<file path="src/rtl/fb_dac_driver_if.sv">
`default_nettype none
// ============================================================================
// Module   : fb_dac_driver_if
// Summary  : Calc-stage-to-DAC bundle: correction word, flags, strobes, code.
// Revision : 1.0 - initial release
// ============================================================================
interface fb_dac_driver_if;
    logic signed [14:0] pout;
    logic               dsp_oflow;
    logic               fb_cond;
    logic               dac_clk;
    logic        [13:0] dac_data;
    logic               dac_wr;

    // Calc-stage side: produces the correction, observes the DAC write.
    modport master (
        output pout,
        output dsp_oflow,
        output fb_cond,
        output dac_clk,
        input  dac_data,
        input  dac_wr
    );

    modport slave (
        input  pout,
        input  dsp_oflow,
        input  fb_cond,
        input  dac_clk,
        output dac_data,
        output dac_wr
    );
endinterface
`default_nettype wire

</file>
<file path="src/rtl/fb_dac_driver.sv">
`default_nettype none
// ============================================================================
// Module   : fb_dac_driver
// Summary  : Offset, clamp and overflow-trip stage driving the feedback DAC.
// Revision : 1.0 - initial release
// ============================================================================
module fb_dac_driver #(
    parameter int LIMIT      = 8191,
    parameter int TRIP_COUNT = 4,
    parameter int MID        = 8192
) (
    input  wire logic               clk,
    input  wire logic               rst_n,
    fb_dac_driver_if.slave          bus,
    input  wire logic               store_strb,
    input  wire logic               fb_en,
    input  wire logic signed [12:0] dac_offset,
    input  wire logic               clr_stats,
    output logic                    tripped,
    output logic                    sat_flag,
    output logic             [15:0] oflow_cnt,
    output logic             [15:0] sat_cnt
);

    typedef enum logic [1:0] {
        ST_IDLE    = 2'd0,
        ST_ACTIVE  = 2'd1,
        ST_TRIPPED = 2'd2
    } state_t;

    localparam logic signed [16:0] LIM_POS  = 17'(LIMIT);
    localparam logic signed [16:0] LIM_NEG  = -LIM_POS;
    localparam logic        [13:0] MID_CODE = 14'(MID);
    localparam logic         [7:0] TRIP_CNT = 8'(TRIP_COUNT);

    state_t             state_q,     state_d;
    logic signed [14:0] p0_q,        p0_d;
    logic               of0_q,       of0_d;
    logic               v0_q,        v0_d;
    logic signed [16:0] sum1_q,      sum1_d;
    logic               v1_q,        v1_d;
    logic        [13:0] c2_q,        c2_d;
    logic               s2_q,        s2_d;
    logic               v2_q,        v2_d;
    logic        [13:0] dac_data_q,  dac_data_d;
    logic               dac_wr_q,    dac_wr_d;
    logic               sat_flag_q,  sat_flag_d;
    logic         [7:0] run_cnt_q,   run_cnt_d;
    logic        [15:0] oflow_cnt_q, oflow_cnt_d;
    logic        [15:0] sat_cnt_q,   sat_cnt_d;

    // Datapath: capture, offset add, clamp, offset-binary output.
    always_comb begin
        p0_d  = bus.pout;
        of0_d = bus.dsp_oflow;
        v0_d  = bus.fb_cond;

        // An overflowed word is replaced by zero so only the offset reaches the DAC.
        sum1_d = (of0_q ? 17'sd0 : {{2{p0_q[14]}}, p0_q})
               + {{4{dac_offset[12]}}, dac_offset};
        v1_d   = v0_q;

        c2_d = sum1_q[13:0];
        s2_d = 1'b0;
        if (sum1_q > LIM_POS) begin
            c2_d = LIM_POS[13:0];
            s2_d = 1'b1;
        end else if (sum1_q < LIM_NEG) begin
            c2_d = LIM_NEG[13:0];
            s2_d = 1'b1;
        end
        v2_d = v1_q;

        dac_data_d = dac_data_q;
        if (state_q != ST_ACTIVE) begin
            dac_data_d = MID_CODE;
        end else if (v2_q) begin
            dac_data_d = c2_q + MID_CODE;
        end

        sat_flag_d = v2_q & s2_q;
        dac_wr_d   = bus.dac_clk;
    end

    // Statistics and overflow-run tracking.
    always_comb begin
        oflow_cnt_d = oflow_cnt_q;
        if (clr_stats) begin
            oflow_cnt_d = 16'd0;
        end else if (v0_q && of0_q && (oflow_cnt_q != 16'hFFFF)) begin
            oflow_cnt_d = oflow_cnt_q + 16'd1;
        end

        sat_cnt_d = sat_cnt_q;
        if (clr_stats) begin
            sat_cnt_d = 16'd0;
        end else if (v2_q && s2_q && (sat_cnt_q != 16'hFFFF)) begin
            sat_cnt_d = sat_cnt_q + 16'd1;
        end

        run_cnt_d = run_cnt_q;
        if (state_q != ST_ACTIVE) begin
            run_cnt_d = 8'd0;
        end else if (v0_q) begin
            if (!of0_q) begin
                run_cnt_d = 8'd0;
            end else if (run_cnt_q != 8'hFF) begin
                run_cnt_d = run_cnt_q + 8'd1;
            end
        end
    end

    always_comb begin
        state_d = state_q;
        case (state_q)
            ST_IDLE: begin
                if (store_strb && fb_en) begin
                    state_d = ST_ACTIVE;
                end
            end
            ST_ACTIVE: begin
                // A completed overflow run wins over a stored-beam drop while enabled.
                if ((run_cnt_q >= TRIP_CNT) && fb_en) begin
                    state_d = ST_TRIPPED;
                end else if (!store_strb || !fb_en) begin
                    state_d = ST_IDLE;
                end
            end
            ST_TRIPPED: begin
                if (!store_strb) begin
                    state_d = ST_IDLE;
                end
            end
            default: state_d = ST_IDLE;
        endcase
    end

    always_ff @(posedge clk or negedge rst_n) begin
        if (!rst_n) begin
            state_q     <= ST_IDLE;
            p0_q        <= '0;
            of0_q       <= 1'b0;
            v0_q        <= 1'b0;
            sum1_q      <= '0;
            v1_q        <= 1'b0;
            c2_q        <= '0;
            s2_q        <= 1'b0;
            v2_q        <= 1'b0;
            dac_data_q  <= MID_CODE;
            dac_wr_q    <= 1'b0;
            sat_flag_q  <= 1'b0;
            run_cnt_q   <= '0;
            oflow_cnt_q <= '0;
            sat_cnt_q   <= '0;
        end else begin
            state_q     <= state_d;
            p0_q        <= p0_d;
            of0_q       <= of0_d;
            v0_q        <= v0_d;
            sum1_q      <= sum1_d;
            v1_q        <= v1_d;
            c2_q        <= c2_d;
            s2_q        <= s2_d;
            v2_q        <= v2_d;
            dac_data_q  <= dac_data_d;
            dac_wr_q    <= dac_wr_d;
            sat_flag_q  <= sat_flag_d;
            run_cnt_q   <= run_cnt_d;
            oflow_cnt_q <= oflow_cnt_d;
            sat_cnt_q   <= sat_cnt_d;
        end
    end

    assign bus.dac_data = dac_data_q;
    assign bus.dac_wr   = dac_wr_q;
    assign tripped      = (state_q == ST_TRIPPED);
    assign sat_flag     = sat_flag_q;
    assign oflow_cnt    = oflow_cnt_q;
    assign sat_cnt      = sat_cnt_q;

endmodule
`default_nettype wire

</file>
<file path="src/flat_wrapper.sv">
// flat-port wrapper written by rule: the top's interface ports become plain ports
module fb_dac_driver_flat 
#(
    parameter int LIMIT      = 8191,
    parameter int TRIP_COUNT = 4,
    parameter int MID        = 8192
)
  (clk, rst_n, store_strb, fb_en, dac_offset, clr_stats, tripped, sat_flag, oflow_cnt, sat_cnt, bus_pout, bus_dsp_oflow, bus_fb_cond, bus_dac_clk, bus_dac_data, bus_dac_wr);
  fb_dac_driver_if bus_i ();
  input  wire logic clk;
  input  wire logic rst_n;
  input  wire logic store_strb;
  input  wire logic fb_en;
  input  wire logic signed [12:0] dac_offset;
  input  wire logic clr_stats;
  output logic tripped;
  output logic sat_flag;
  output logic             [15:0] oflow_cnt;
  output logic             [15:0] sat_cnt;
  input wire logic [$bits(bus_i.pout)-1:0] bus_pout;
  input wire logic [$bits(bus_i.dsp_oflow)-1:0] bus_dsp_oflow;
  input wire logic [$bits(bus_i.fb_cond)-1:0] bus_fb_cond;
  input wire logic [$bits(bus_i.dac_clk)-1:0] bus_dac_clk;
  output wire logic [$bits(bus_i.dac_data)-1:0] bus_dac_data;
  output wire logic [$bits(bus_i.dac_wr)-1:0] bus_dac_wr;
  assign bus_i.pout = bus_pout;
  assign bus_i.dsp_oflow = bus_dsp_oflow;
  assign bus_i.fb_cond = bus_fb_cond;
  assign bus_i.dac_clk = bus_dac_clk;
  assign bus_dac_data = bus_i.dac_data;
  assign bus_dac_wr = bus_i.dac_wr;
  fb_dac_driver #(.LIMIT(LIMIT), .TRIP_COUNT(TRIP_COUNT), .MID(MID)) u_core (.clk(clk), .rst_n(rst_n), .bus(bus_i), .store_strb(store_strb), .fb_en(fb_en), .dac_offset(dac_offset), .clr_stats(clr_stats), .tripped(tripped), .sat_flag(sat_flag), .oflow_cnt(oflow_cnt), .sat_cnt(sat_cnt));
endmodule
</file>
<file path="config.mk">
export PLATFORM = sky130hd
export DESIGN_NAME = fb_dac_driver_flat
export DESIGN_NICKNAME = d
export VERILOG_FILES = /design/src/rtl/fb_dac_driver_if.sv /design/src/rtl/fb_dac_driver.sv /design/src/flat_wrapper.sv
export SDC_FILE = /design/constraint.sdc
export NUM_CORES = 1
export LEC_CHECK = 0
export CAP_MARGIN = 20
export CORE_ASPECT_RATIO = 0.8
export CORE_MARGIN = 2
export CORE_UTILIZATION = 25
export DETAILED_ROUTE_END_ITERATION = 8
export PLACE_DENSITY_LB_ADDON = 0.12
export SLEW_MARGIN = 10
export SYNTH_ARGS = -nofsm -noshare
export SYNTH_HDL_FRONTEND = slang
export SYNTH_SLANG_ARGS = --single-unit
</file>
<file path="constraint.sdc">
create_clock -name clk -period 3.04 [get_ports clk]
set_input_delay 0.608 -clock clk [delete_from_list [all_inputs] [get_ports clk]]
set_output_delay 0.608 -clock clk [all_outputs]
set_load 0.005 [all_outputs]
</file>
==> metrics.csv <==
metric,value,unit
final worst path period share,87.5,%
TritonRoute pass-1 iters,4,
power per standard cell area,495,nW/um^2
wire per inst,13.9,um
H-tree depth,3,
Layout area overhead,29.8,%
Fmax achieved,376,MHz
worst path required time,3.34,ns
DRC,0,
mapped cell area,5000,sq um
slowest CP cell,clkdlybuf4s50_1,
WP buf/inv,1,
Lkg Pwr,2.76,nW
max-cap viol count,0,
Ys Warns,0,
critical path launch point type,primary input,
final hold slack,0.210,ns
Synth async-reset ratio,100,%
routability cong.,0.826,
Yosys cell types,55,
detailed router's first-iteration violation count,197,
"Design Area, Final",6480,sq um
status,completed,
top_reg_cell synth,dfrtp_1,
Final setup viols,0,
pin count of the biggest net entering global routing,50,
DIE WIDTH,162,um
Post-Syn Nets,513,
CTS resizes,0,
final hold vios,0,
vias in the first global route,3609,
Crit path depth,9,
layout cells sized above 1,6.72,%
"EDFF count, synth",0,
Register Area,2730,sq um
sequential fraction of the synthesis area,54.6,%
Starting Density,25.4,%
NumNets Final,602,
die area,21100,sq um
DR vias,3535,
Final Critical Period,2.66,ns
RSZ-0062 raised after global routing,false,
Peak VDD IR,0.267,mV
HPWL after detailed placement,8.39,mm
GRT Total Usage,11.5,%
Core ar.,19700,sq um
DR vias/cell,4.34,
multi-input logic area,2180,sq um
CP Class,primary input to flip-flop,
Die H,130,um
clk slew on worst S/H paths,0.07,ns
post-synthesis cell count,457,
Post-Syn Area per Cell,10.9,sq um
fill count,2048,
Cell Rows,46,
Seq cells post-synth,109,
cts bufs inserted,9,
CP arrival,2.96,ns
io pins,85,
Worst Hold Class,primary input to async pin,
Slew @ Worst Pin,0.791,ns
final wirelength,11.4,mm
Worst R2R Path Depth,9,
CTS tree,built,
CP Capture Type,flip-flop,
number of setup buffers added after CTS,0,
crit-path max cell delay,0.40,ns
Port-buffer cells,84,
worst-path fanout max,2,
clock latency at the later pin of the worst-skew pair,0.35,ns
hold_buf cts,0,
Root Driver,clkbuf_16,
clock tree sinks,109,
DP Area,6180,sq um
Ant. Diodes,0,
Final Total Pwr,3.21,mW
grt ovf,0,
Antenna Nets Post-Route,0,
antenna violations before repair,0,
Slew HR,47.3,%
max-slew violations,0,
first-pass GRT wire length,19.1,mm
worst-path cell chain,"clkdlybuf4s50_1, ha_1, fa_1, a21o_1, a221oi_2, a211oi_2, a2111oi_4, o2bb2ai_2, a31o_1",
"CP delay by family, top",compound AO/OA/AOI/OAI gates,
CTS Buffer Depth,2,
Worst Skew,0.00658,ns
## state kept, by name, summed over array words and instances, names as in the netlist, 2 cells and up
signal	flops
u_core.sum1_q	17
u_core.oflow_cnt	16
u_core.sat_cnt	16
u_core.p0_q	15
u_core.bus.dac_data	14
u_core.c2_q	14
u_core.run_cnt_q	8
u_core.state_q	2
## power by group
group,switching [mW],leakage (nW),total [mW],internal (mW)
combinational,0.212,1.24,0.422,0.210
clock,0.577,0.143,1.16,0.580
sequential,0.0615,1.38,1.63,1.57
total,0.851,2.76,3.21,2.36
## worst register-to-register path: cells and delay by family, from the launching register on
kind	cells	cell delay (ns)
buffers and inverters	1	0.28
AOI/OAI and AO/OA	6	1.37
and+or+nand+nor	1	0.09
adders and majority gates	1	0.35
DFF	1	0.49
## synthesized netlist by cell type (16+ instances only)
| cell type | n | area (sq um) |
|---|---|---|
| xnor2_1 | 17 | 149 |
| a21oi_1 | 16 | 80.1 |
| a21o_1 | 16 | 120 |
| mux2i_1 | 17 | 170 |
| dfrtp_1 | 108 | 2700 |
| o21ai_0 | 17 | 85.1 |
| nor2_1 | 55 | 206 |
| nand3_1 | 17 | 85.1 |
| xor2_1 | 19 | 166 |
| nand2_1 | 30 | 113 |
| nor2b_1 | 22 | 138 |
| ha_1 | 19 | 238 |
## cells in the final DEF (no fill, tap or decap), drive strengths merged, types with 17 or more instances in the layout
cell / instances
clkdlybuf4s50: 83
nor2b: 22
mux2i: 17
nand3: 17
dfrtp: 108
ha: 19
xnor2: 17
xor2: 19
nand2: 31
o21ai: 17
nor2: 55
## area by class of cell
cell class	instances	share of cell area, %
Sequential cell	109	42.1
Multi-Input combinational cell	326	33.7
Timing Repair Buffer	92	14.0
Tap cell	264	5.09
Clock buffer	9	3.47
Clock inverter	7	1.16
Inverter	8	0.463
## per-layer routing
| metal | global-route usage [%] | vias to the layer above | share of wire, % |
|---|---|---|---|
| met2 | 16.6 | 70 | 42 |
| li1 | - | 1790 | - |
| met1 | 16.5 | 1661 | 51 |
| met3 | 3.13 | 14 | 4.3 |
| met5 | 0 | - | 0 |
| met4 | 3.96 | 0 | 2.0 |
## through the flow
stage	TNS [ns]	util [%]	std cells	setup slack (ns)
after floorplan	0	-	457	0.334
after detailed placement	0	31.4	799	0.0180
after CTS	0	32.9	815	0.391
after global placement	-0.00283	31.4	799	-0.00283
after global routing	0	32.9	815	0.173
final	0	32.9	815	0.380
## cell families after synthesis
group	count (synthesis)	synth area share [%]
buf+inv	22	1.68
flops	109	54.6
mux	17	3.41
compound gates	77	11.1
xor+xnor	36	6.31
fa+ha+maj	20	5.16
simple gates	176	17.8
## path summary, 6_finish.rpt
kind                                from                    to  slack [ns]
min                                rst_n  u_core.oflow_cnt[10]        0.21
max                        dac_offset[0]     u_core.sum1_q[16]        0.38
min in group clk             u_core.v1_q           u_core.v2_q        0.35
max reg2reg                 u_core.of0_q     u_core.sum1_q[16]        0.40
max in group asynchronous          rst_n       u_core.p0_q[12]        2.11
min reg2reg                  u_core.v1_q           u_core.v2_q        0.35
(Power assumes the default switching activity.)
